==> src/rtl/wb_arbiter.sv <==
// Two-master round-robin Wishbone arbiter (m0 = fetch, m1 = load/store), no preemption.
// Define WB_ARBITER_TIMEOUT_EN to add a slave watchdog that errors out stalled transfers.
module wb_arbiter #(
  parameter int AW             = 32,
  parameter int DW             = 32,
  parameter int TIMEOUT_CYCLES = 255
) (
  input  logic            arb_clk_i,
  input  logic            arb_rst_i,
  input  logic            m0_cyc_i,
  input  logic            m0_stb_i,
  input  logic            m0_we_i,
  input  logic [AW-1:0]   m0_adr_i,
  input  logic [DW-1:0]   m0_dat_i,
  input  logic [DW/8-1:0] m0_sel_i,
  output logic            m0_ack_o,
  output logic            m0_err_o,
  output logic [DW-1:0]   m0_dat_o,
  input  logic            m1_cyc_i,
  input  logic            m1_stb_i,
  input  logic            m1_we_i,
  input  logic [AW-1:0]   m1_adr_i,
  input  logic [DW-1:0]   m1_dat_i,
  input  logic [DW/8-1:0] m1_sel_i,
  output logic            m1_ack_o,
  output logic            m1_err_o,
  output logic [DW-1:0]   m1_dat_o,
  output logic            s_cyc_o,
  output logic            s_stb_o,
  output logic            s_we_o,
  output logic [AW-1:0]   s_adr_o,
  output logic [DW-1:0]   s_dat_o,
  output logic [DW/8-1:0] s_sel_o,
  input  logic            s_ack_i,
  input  logic            s_err_i,
  input  logic [DW-1:0]   s_dat_i
);

  typedef enum logic [1:0] {IDLE, OWN0, OWN1} state_e;

  state_e            state_q;
  logic              lp_q;
  logic              own0, own1, own, to_hit;
  logic              mc, ms, mw;
  logic [AW-1:0]     ma;
  logic [DW-1:0]     md;
  logic [DW/8-1:0]   mse;

  if (TIMEOUT_CYCLES < 1 || TIMEOUT_CYCLES > 65535) begin : g_bad_timeout
    $error("wb_arbiter: TIMEOUT_CYCLES must be within 1..65535");
  end

  assign own0 = (state_q == OWN0);
  assign own1 = (state_q == OWN1);
  assign own  = own0 | own1;

`ifdef WB_ARBITER_TIMEOUT_EN
  localparam logic [15:0] TO_LIM = 16'(TIMEOUT_CYCLES);
  logic [15:0] to_q, to_d;

  assign to_hit = own && (to_q == TO_LIM);

  // Counter is zero throughout IDLE, so every grant starts from a clean count.
  always_comb begin
    to_d = to_q;
    if (!own || to_hit || s_ack_i || s_err_i) to_d = '0;
    else if (s_stb_o)                         to_d = to_q + 16'd1;
  end

  always_ff @(posedge arb_clk_i or negedge arb_rst_i) begin
    if (!arb_rst_i) to_q <= '0;
    else            to_q <= to_d;
  end
`else
  assign to_hit = 1'b0;
`endif

  always_comb begin
    if (own1) begin
      mc = m1_cyc_i; ms = m1_stb_i; mw = m1_we_i;
      ma = m1_adr_i; md = m1_dat_i; mse = m1_sel_i;
    end else begin
      mc = m0_cyc_i; ms = m0_stb_i; mw = m0_we_i;
      ma = m0_adr_i; md = m0_dat_i; mse = m0_sel_i;
    end
  end

  // State resets asynchronously, so all of these collapse to idle values with reset.
  assign s_cyc_o  = own & mc & ~to_hit;
  assign s_stb_o  = own & ms & ~to_hit;
  assign s_we_o   = own & mw;
  assign s_adr_o  = own ? ma  : '0;
  assign s_dat_o  = own ? md  : '0;
  assign s_sel_o  = own ? mse : '0;

  assign m0_ack_o = own0 & s_ack_i & ~to_hit;
  assign m0_err_o = own0 & (s_err_i | to_hit);
  assign m1_ack_o = own1 & s_ack_i & ~to_hit;
  assign m1_err_o = own1 & (s_err_i | to_hit);
  assign m0_dat_o = s_dat_i;
  assign m1_dat_o = s_dat_i;

  // lp_q tracks the last granted master; contention goes to the other one.
  always_ff @(posedge arb_clk_i or negedge arb_rst_i) begin
    if (!arb_rst_i) begin
      state_q <= IDLE;
      lp_q    <= 1'b1;
    end else begin
      case (state_q)
        IDLE: begin
          if (m0_cyc_i && (!m1_cyc_i || lp_q)) begin
            state_q <= OWN0;
            lp_q    <= 1'b0;
          end else if (m1_cyc_i) begin
            state_q <= OWN1;
            lp_q    <= 1'b1;
          end
        end
        OWN0:    if (!m0_cyc_i || to_hit) state_q <= IDLE;
        OWN1:    if (!m1_cyc_i || to_hit) state_q <= IDLE;
        default: state_q <= IDLE;
      endcase
    end
  end

endmodule
==> config.mk <==
export PLATFORM = sky130hd
export DESIGN_NAME = wb_arbiter
export DESIGN_NICKNAME = d
export VERILOG_FILES = /design/src/rtl/wb_arbiter.sv
export SDC_FILE = /design/constraint.sdc
export NUM_CORES = 1
export LEC_CHECK = 0
export BUFFER_PORTS_ARGS = -buffer_cell sky130_fd_sc_hd__buf_4
export CORE_AREA = 2 2 122 124
export CTS_BUF_LIST = sky130_fd_sc_hd__clkbuf_4
export CTS_CLUSTER_DIAMETER = 100
export DETAILED_ROUTE_END_ITERATION = 10
export DIE_AREA = 0 0 124 126
export HOLD_SLACK_MARGIN = 0.02
export SYNTH_ARGS = -nofsm -noshare
export SYNTH_HDL_FRONTEND = slang
export SYNTH_SLANG_ARGS = --single-unit
==> constraint.sdc <==
create_clock -name arb_clk_i -period 2.81 [get_ports arb_clk_i]
set_input_delay 0.562 -clock arb_clk_i [delete_from_list [all_inputs] [get_ports arb_clk_i]]
set_output_delay 0.562 -clock arb_clk_i [all_outputs]
set_load 0.03 [all_outputs]
Word-level counts from Yosys, hierarchy flattened

Cells that the tools add are included.
W data, S select, Z words.

Logic and storage cells: 38
Register bits: 3

Multiplexer cells: 16
Reduce and logical (&&, ||, !) cells: 7
Eq/ne operators: 5
Bitwise logic cells: 8

Operators with widths:

| operator             | count |
|---|---|
| $mux W32             | 4 |
| $mux W2              | 4 |
| $mux W4              | 2 |
| $and A1 B1 Y1        | 7 |
| $pmux W2 S3          | 1 |
| $mux W1              | 5 |
| $ne A2 B2 Y1 const B | 2 |
| $ne A3 B3 Y1 const B | 1 |
| $reduce_and A3 Y1    | 1 |
| $eq A2 B1 Y1 const B | 1 |
| $eq A2 B2 Y1 const B | 1 |
| $logic_not A2 Y1     | 1 |
| $reduce_and A2 Y1    | 1 |
| $reduce_bool A2 Y1   | 1 |
| $logic_and A1 B1 Y1  | 1 |
| $logic_not A1 Y1     | 1 |
| $logic_or A1 B1 Y1   | 1 |
| $or A1 B1 Y1         | 1 |

Longest topological paths before layout

Gate-level depths: netlist of the first run.

Depth after elaboration: 5
Depth in mapped cells: 6

Least setup slack after synthesis of the first run

No wires, ideal clock.

Path type: reg2out
From: register state_q[0]
To: output s_adr_o[0]
Arrival: 1.476 ns
Cell stages (with the launch flop): 7
Slack: 0.772 ns
Cells stage by stage: dfrtp_1 > inv_1 > ha_1 > buf_2 > buf_4 > mux2i_1 > nor2b_1

Word-level cells in the longest chain between the ends: 3
Elaborated cells on any way between the ends: 5
Those cells by class: eq/ne: 2; mux: 2; bitwise: 1

Ends and longest elaborated chain:

| what                                                | line   | RTL |
|---|---|---|
| from (decl)                                         | 41     | `state_e state_q;` |
| from (signal assigned)                              | 106    | `state_q <= IDLE;` |
| from (signal assigned)                              | 112    | `state_q <= OWN0;` |
| from (signal assigned)                              | 115    | `state_q <= OWN1;` |
| $eq A2 B2 Y1 / $eq A2 B1 Y1 (equally long branches) | 54, 53 |  |
| $mux W32 / $or A1 B1 Y1 (equally long branches)     | 79, 55 |  |
| $mux W32 (*)                                        | 92     | `assign s_adr_o = own ? ma : '0;` |
| to (decl)                                           | 31     | `output logic [AW-1:0] s_adr_o,` |

Mark *: on every way between the ends. The rest lies on a longest branch, timed or not.

Worst setup path after layout of the first run

From: register state_q[0]
To: output s_adr_o[19]

Same word-level chain as after synthesis.

==> results.yml, run 1 <==
floorplan:
  ios: 317
  die_w_um: 124
  die_y_um: 126
  core_area_mm2: 0.0143
  rows: 44
  dieArea_mm2: 0.0156
  start_util_pct: 13.7
cts:
  cts_tree: "done"
  clk_latency_ns: 0.24
  hold_buffers: 0
  clockBufferDepth: 2
  post_cts_buffers: 0
  path_clk_slew_ns: 0.04
  cts_sinks: 3
  cts_inserted_buffers: 3
  htree_levels: 1
  root_buffer: "clkbuf_4"
  cts-resized-gates: 0
grt:
  gr-usage-all-layers_pct: 7.96
  antenna_found_initial: 0
  grt_start_max_net_pins: 41
  grt_pass1_wl_mm: 9.95
  grt_pass1_vias: 2131
  grt_overflow: 0
timing:
  whs_ns: 0.111
  max_freq_mhz: 394
  setup_viol: 0
  max-slew-margin-rel_pct: 74.9
  max_slew.worst_pin.slew_ns: 0.377
  finalHoldViolCount: 0
  fin_crit_sh_pct: 90.4
  drv_slew: 0
  clock_skew_ns: 0.00822
  min_period_ns: 2.54
  fin_setup_tns_ns: 0
  rsz0062_at_grt: "no"
setup_path:
  reg2reg_slack_ns: 1.20
  end_kind: "output pin"
  crit_arrival_ns: 1.98
  slowest_stage: "ha_4"
  cp_slowest_stage_delay_ns: 0.38
  path_cells: "inv_1 > ha_4 > buf_12 > mux2i_1 > nor2b_1 > buf_4"
  crit_type: "register to output pin"
  timing.rr.end: "state_q[1]"
  crit_required_ns: 2.25
  startpoint_type: "register"
  r2r_cells: 5
  crit_fanout: 40
  r2r-start: "state_q[1]"
power_and_ir_drop:
  ir_drop_mv: 0.408
  power_density_mw_per_mm2: 1120
  cellLeakagePower_nw: 1.68
drt:
  wl_per_cell_um: 12.2
  final_antenna_net_count: 0
  routed-via-count: 2120
  first_pass_iters: 4
  first_iter_violations: 20
  drc: 0
  via_per_inst: 3.67
  drt_wl_total_mm: 7.04
cells_and_area:
  fin_area_mm2: 0.00338
  layout_commonest_cell: "buf_4"
  layout-drive-gt1-share_pct: 59.5
  nets: 576
  layout_common_cells: "buf_4, mux2i_1, nor2b_1"
  diodes: 0
  area_growth_pct: 72.8
  nFillCells: 1551
synth:
  syn_nets: 425
  syn_area_mm2: 0.00196
  avgSynthCellArea_um2: 8.05
  yosys.cell_types.count: 18
  synth-seq-cells: 3
  netlist_instances: 243
  ys_seq_area_share_pct: 3.90
  yosysWarningCount: 0
placement:
  globalplace.congestion: 0.740
  place_area_mm2: 0.00335
  hpwl_mm: 5.93
  portBuffers: 220
run:
  drv_cap: 0
min_path:
  hp-class: "input pin to async pin"
status:
  status: "finished clean"
## power breakdown
part / switching [mW] / internal [mW] / total, mW
clock network: 0.0236 / 0.0629 / 0.0866
logic: 2.06 / 1.56 / 3.62
registers: 0.0178 / 0.0681 / 0.0859
total: 2.10 / 1.69 / 3.79
## Yosys cell counts (all sizes together)
master / instances / share of area, %
buf: 72 / 27
nor2b: 71 / 23
nand2b: 1 / 0.32
nor3b: 1 / 0.64
ha: 4 / 2.6
mux2i: 72 / 37
dfstp: 1 / 1.3
a221oi: 1 / 0.77
a21oi: 1 / 0.26
clkbuf: 7 / 1.3
a31oi: 1 / 0.32
a21boi: 1 / 0.38
dfrtp: 2 / 2.6
and2: 4 / 1.3
nand3: 1 / 0.26
inv: 2 / 0.38
mux2: 1 / 0.58
## state kept, by name (all words and copies together) (netlist names)
name,count
state_q,2
lp_q,1
## worst max path at each step
stage,slack [ns],cells past startpoint,to,start
5_1_grt,0.11,6,s_sel_o[2],state_q[0]
2_1_floorplan,0.77,6,s_adr_o[0],state_q[0]
3_3_place_gp,0.56,6,s_adr_o[19],state_q[0]
4_1_cts,0.22,6,s_adr_o[19],state_q[0]
6_report,0.27,6,s_adr_o[19],state_q[0]
3_5_place_dp,0.46,6,s_adr_o[19],state_q[0]
## cell families after synthesis
group | Yosys count | share of synthesized area (%)
muxes | 73 | 37.4
adders and majority gates | 4 | 2.56
buffers and inverters | 81 | 29.2
DFF | 3 | 3.90
and+or+nand+nor | 78 | 25.2
AOI/OAI and AO/OA | 4 | 1.73
## metrics by stage
stage,utilization (%),instances,power [mW],worst slack (ns)
after floorplan,-,243,2.64,0.772
after global placement,23.4,573,3.70,0.562
after detailed placement,23.4,573,3.76,0.464
after CTS,23.6,577,3.85,0.216
after global routing,23.6,577,4.02,0.113
final,23.6,577,3.79,0.270
## worst max-delay path, delay by kind of cell, from the launching register on
| kind | cells | cell delay [ns] |
|---|---|---|
| DFF | 1 | 0.37 |
| muxes | 1 | 0.24 |
| buffers and inverters | 3 | 0.66 |
| and+or+nand+nor | 1 | 0.06 |
| adders and majority gates | 1 | 0.38 |
## area by class of cell
class	instances	area (µm²)	share of cell area, %
inverter	2	7.51	0.222
multi-input combinational	159	1320	39.1
sequential	3	76.3	2.26
clock buffer	4	30.0	0.888
timing repair buffer	225	1710	50.7
tap	184	230	6.81
## routing by layer
layer / wire length [µm] / GRT usage [%] / share of wire (%) / vias to the layer above
li1: - / - / - / 1033
met1: 2370 / 7.60 / 34 / 925
met2: 3730 / 16.2 / 53 / 145
met3: 817 / 1.72 / 12 / 17
met4: 126 / 2.71 / 1.8 / 0
met5: 0 / 0 / 0 / -
(Power assumes the default switching activity.)
==> run 2, diff against run 1 <==
- GPL_TIMING_DRIVEN: unset -> 0
==> run 2 against run 1 <==
Worst hold slack lost 0.0058 ns; utilization increased by 6.8 points; die area stayed put; critical endpoint is now s_dat_o[16]; clock power up 2%; critical path depth decreased by 1.
==> results.yml, run 2 (synthesis gave the netlist of run 1 again) <==
cells_and_area:
  fin_area_mm2: 0.00435
  top_regs: "state_q (2), lp_q (1)"
  finalNonFillerCells: 715
  nets: 714
  area_growth_pct: 122
  layout_common_cells: "buf_4, mux2i_1, nor2b_1"
  diodes: 0
  regMostFlops: "state_q"
  layout_commonest_cell: "buf_4"
  largest_register_ffs: 2
  layout-drive-gt1-share_pct: 68.4
  final_core_util_pct: 30.4
power_and_ir_drop:
  power.switching_mw: 2.26
  combPwrFrac_pct: 95.8
  p_int_mw: 1.77
  power_density_mw_per_mm2: 926
  clkPwrFrac_pct: 2.2
  p_seq_share_pct: 2.0
  swShare_pct: 56.1
  cellLeakagePower_nw: 2.31
  ir_drop_mv: 0.346
timing:
  fin_crit_sh_pct: 91.6
  min_period_ns: 2.57
  layout_setup_ws_ns: 0.235
  finalHoldViolCount: 0
  clock_skew_ns: 0.00263
  max-slew-margin-rel_pct: 67.2
  rsz0062_at_grt: "no"
  setup_viol: 0
  drv_slew: 0
  max_slew.worst_pin.slew_ns: 0.492
  fin_setup_tns_ns: 0
  max_freq_mhz: 388
setup_path:
  crit_fanout: 10
  critical_path.startpoint: "state_q[1]"
  crit_arrival_ns: 2.01
  slowest_stage: "ha_1"
  path_cells: "inv_1 > ha_1 > clkbuf_1 > nor2b_1 > buf_4"
  end_kind: "output pin"
  r2r-start: "state_q[0]"
  crit_required_ns: 2.25
  crit_type: "register to output pin"
  cp_slowest_stage_delay_ns: 0.49
  startpoint_type: "register"
cts:
  path_clk_slew_ns: 0.04
  cts-resized-gates: 0
  clk_latency_ns: 0.24
  cts_inserted_buffers: 3
  root_buffer: "clkbuf_4"
  cts_tree: "done"
  htree_levels: 1
  post_cts_buffers: 0
  cts_sinks: 3
  hold_buffers: 0
  clockBufferDepth: 2
placement:
  place_ws_ns: 0.396
  hpwl_mm: 7.34
  place_area_mm2: 0.00432
  portBuffers: 284
  dp_cells: 711
  globalplace.congestion: 0.745
floorplan:
  dieArea_mm2: 0.0156
  core_area_mm2: 0.0143
  start_util_pct: 13.7
  rows: 44
  ios: 317
  die_w_um: 124
  die_y_um: 126
grt:
  grt_pass1_vias: 2568
  gr-usage-all-layers_pct: 8.85
  grt_start_max_net_pins: 11
  grt_pass1_wl_mm: 11.3
  grt_overflow: 0
  antenna_found_initial: 0
min_path:
  hp-class: "input pin to async pin"
drt:
  drc: 0
  first_iter_violations: 33
  final_antenna_net_count: 0
  via_per_inst: 3.70
  first_pass_iters: 4
  routed-via-count: 2642
  drt_wl_total_mm: 8.16
  wl_per_cell_um: 11.4
status:
  status: "finished clean"
run:
  drv_cap: 0
run 2: cell types whose count changed in the layout (fill, tap and decap cells not counted), sizes merged:
cell,change
clkbuf,+7
buf,+131
run 2: final timing paths:
path | slack (ns) | cells after the start | endpoint
worst min-delay path | 0.11 | 1 | state_q[1]
worst min register to register | 0.52 | 2 | lp_q
worst max register to register | 1.22 | 5 | state_q[1]
max in group asynchronous | 2.51 | 1 | lp_q
min in group arb_clk_i | 0.52 | 2 | lp_q
worst max-delay path | 0.24 | 5 | s_dat_o[16]
run 2: metrics by stage:
stage | hold WS [ns] | total power, mW
after floorplan | 0.266 | 2.64
after global routing | 0.0920 | 4.28
final | 0.105 | 4.03
after CTS | 0.102 | 4.10
after detailed placement | 0.357 | 4.00
after global placement | 0.356 | 3.96
run 2: power by group through the flow:
stage	sequential (mW)	clock (mW)	combinational (mW)
after floorplan	0.0791	0	2.56
after global placement	0.0805	0	3.88
after detailed placement	0.0834	0	3.91
after CTS	0.0827	0.0919	3.92
after global routing	0.0864	0.0968	4.10
final	0.0820	0.0884	3.86
run 2: per-layer routing:
layer	wire [µm]	share of wire (%)	vias up	GRT usage, %
met5	0	0	-	0
li1	-	-	1311	-
met2	4370	54	180	18.1
met1	2640	32	1141	8.86
met3	1050	13	10	1.72
met4	93	1.1	0	2.05
run 2: worst max-delay path, delay by kind of cell (launching register included):
family / cells / cell delay (ns)
buffers and inverters: 3 / 0.69
adders and majority gates: 1 / 0.49
and+or+nand+nor: 1 / 0.21
DFF: 1 / 0.38
run 2: final cells by class:
cell class	count	area, µm²
Buffer	79	564
Clock buffer	4	30.0
Tap cell	184	230
Multi-Input combinational cell	159	1310
Sequential cell	3	76.3
Fill cell	1517	9960
Timing Repair Buffer	284	2130
Inverter	2	7.51
==> run 3, diff against run 2 <==
- PLACE_DENSITY_LB_ADDON: unset -> 0.08
==> run 3 against run 2 <==
Sequential power fell by 1%; combinational power is 2% higher; die area is the same; flip-flop and latch count unchanged; sequential share of layout area about the same; register-to-register slack about the same; worst hold slack lost 0.0081 ns; cell count did not move.
==> results.yml, run 3 (synthesis gave the netlist of run 1 again) <==
power_and_ir_drop:
  ir_drop_mv: 0.461
  power_density_mw_per_mm2: 943
  p_seq_share_pct: 2.0
  power.switching_mw: 2.33
  p_int_mw: 1.77
  cellLeakagePower_nw: 2.31
  swShare_pct: 56.8
  clkPwrFrac_pct: 2.2
  combPwrFrac_pct: 95.8
timing:
  min_period_ns: 2.56
  drv_slew: 0
  finalHoldViolCount: 0
  fin_crit_sh_pct: 91.3
  max-slew-margin-rel_pct: 72.5
  layout_setup_ws_ns: 0.246
  fin_setup_tns_ns: 0
  rsz0062_at_grt: "no"
  clock_skew_ns: 0.00328
  max_freq_mhz: 390
  max_slew.worst_pin.slew_ns: 0.412
  setup_viol: 0
grt:
  antenna_found_initial: 0
  gr-usage-all-layers_pct: 10.5
  grt_pass1_wl_mm: 12.9
  grt_start_max_net_pins: 11
  grt_pass1_vias: 2554
  grt_overflow: 0
setup_path:
  startpoint_type: "register"
  path_cells: "inv_1 > ha_1 > clkbuf_1 > nor2b_1 > buf_4"
  crit_fanout: 10
  r2r_cells: 5
  critical_path.startpoint: "state_q[1]"
  end_kind: "output pin"
  crit_arrival_ns: 2.00
  slowest_stage: "ha_1"
  crit_type: "register to output pin"
  critPathCapture: "s_dat_o[12]"
  crit_required_ns: 2.25
  timing.rr.end: "state_q[1]"
  reg2reg_slack_ns: 1.23
  cp_slowest_stage_delay_ns: 0.49
  r2r-start: "state_q[1]"
cells_and_area:
  final_core_util_pct: 30.4
  regMostFlops: "state_q"
  layout_commonest_cell: "buf_4"
  layout-drive-gt1-share_pct: 68.5
  top_regs: "state_q (2), lp_q (1)"
  nets: 714
  area_growth_pct: 122
  layout_common_cells: "buf_4, mux2i_1, nor2b_1"
  largest_register_ffs: 2
  multiInputGateArea_mm2: 0.00131
  nFillCells: 1532
  diodes: 0
  seq_area_um2: 76.3
min_path:
  hp-class: "input pin to async pin"
cts:
  cts_tree: "done"
  htree_levels: 1
  cts_sinks: 3
  root_buffer: "clkbuf_4"
  path_clk_slew_ns: 0.04
  clk_latency_ns: 0.24
  clockBufferDepth: 2
  cts_inserted_buffers: 3
floorplan:
  die_w_um: 124
  rows: 44
  core_area_mm2: 0.0143
  ios: 317
  dieArea_mm2: 0.0156
  start_util_pct: 13.7
  die_y_um: 126
drt:
  first_pass_iters: 4
  first_iter_violations: 44
  via_per_inst: 3.66
  routed-via-count: 2618
  drc: 0
  wl_per_cell_um: 13.0
  drt_wl_total_mm: 9.31
  final_antenna_net_count: 0
placement:
  portBuffers: 284
  place_ws_ns: 0.241
  globalplace.congestion: 0.766
  hpwl_mm: 8.16
status:
  status: "finished clean"
run:
  drv_cap: 0
run 3: changes by cell type in the layout (fill, tap and decap cells not counted):
cell and delta:
clkbuf_1 -1, clkbuf_2 +1
run 3: metrics by stage:
step                total power, mW  area [µm²]  instances  hold slack (ns)
detailed placement             4.09        4320        711            0.354
finish                         4.10        4350        715           0.0970
global route                   4.38        4350        715            0.100
global placement               4.09        4320        711            0.352
CTS                            4.20        4350        715           0.0962
floorplan                      2.64        1960        243            0.266
run 3: worst max-delay path: cells and delay by family, from the launching register on:
| family | cells | cell delay [ns] |
|---|---|---|
| fa+ha+maj | 1 | 0.49 |
| buf+inv | 3 | 0.66 |
| flops | 1 | 0.38 |
| simple gates | 1 | 0.24 |
run 3: power by group through the flow:
stage               Combinational, mW  Clock [mW]  Sequential [mW]
floorplan                        2.56           0           0.0791
global placement                 4.01           0           0.0817
detailed placement               4.01           0           0.0823
CTS                              4.02      0.0919           0.0815
global route                     4.20      0.0938           0.0837
finish                           3.93      0.0905           0.0812
run 3: layer usage:
metal	vias up	global-route usage (%)	wire, µm
met4	0	1.78	58
li1	1307	-	-
met2	178	21.9	5100
met5	-	0	0
met1	1128	10.1	2990
met3	5	2.54	1170
run 3: worst min-delay path by stage:
| stage | startpoint | end |
|---|---|---|
| after global placement | arb_rst_i | state_q[1] |
| after floorplan | arb_rst_i | state_q[0] |
| after detailed placement | arb_rst_i | state_q[1] |
| after global routing | arb_rst_i | state_q[0] |
| final | arb_rst_i | state_q[1] |
| after CTS | arb_rst_i | state_q[1] |
run 3: repair_timing:
action                     4_1_cts  5_1_grt
hold buffers                     0        0
setup endpoints to repair        1        0
resized for setup                1        0
setup buffers                    0        0
run 3: area by class of cell:
cell class,count,share of cell area [%]
Inverter,2,0.173
Timing Repair Buffer,284,49.0
Buffer,79,13.0
Tap cell,184,5.29
Sequential cell,3,1.75
Clock buffer,4,0.690
Multi-Input combinational cell,159,30.1
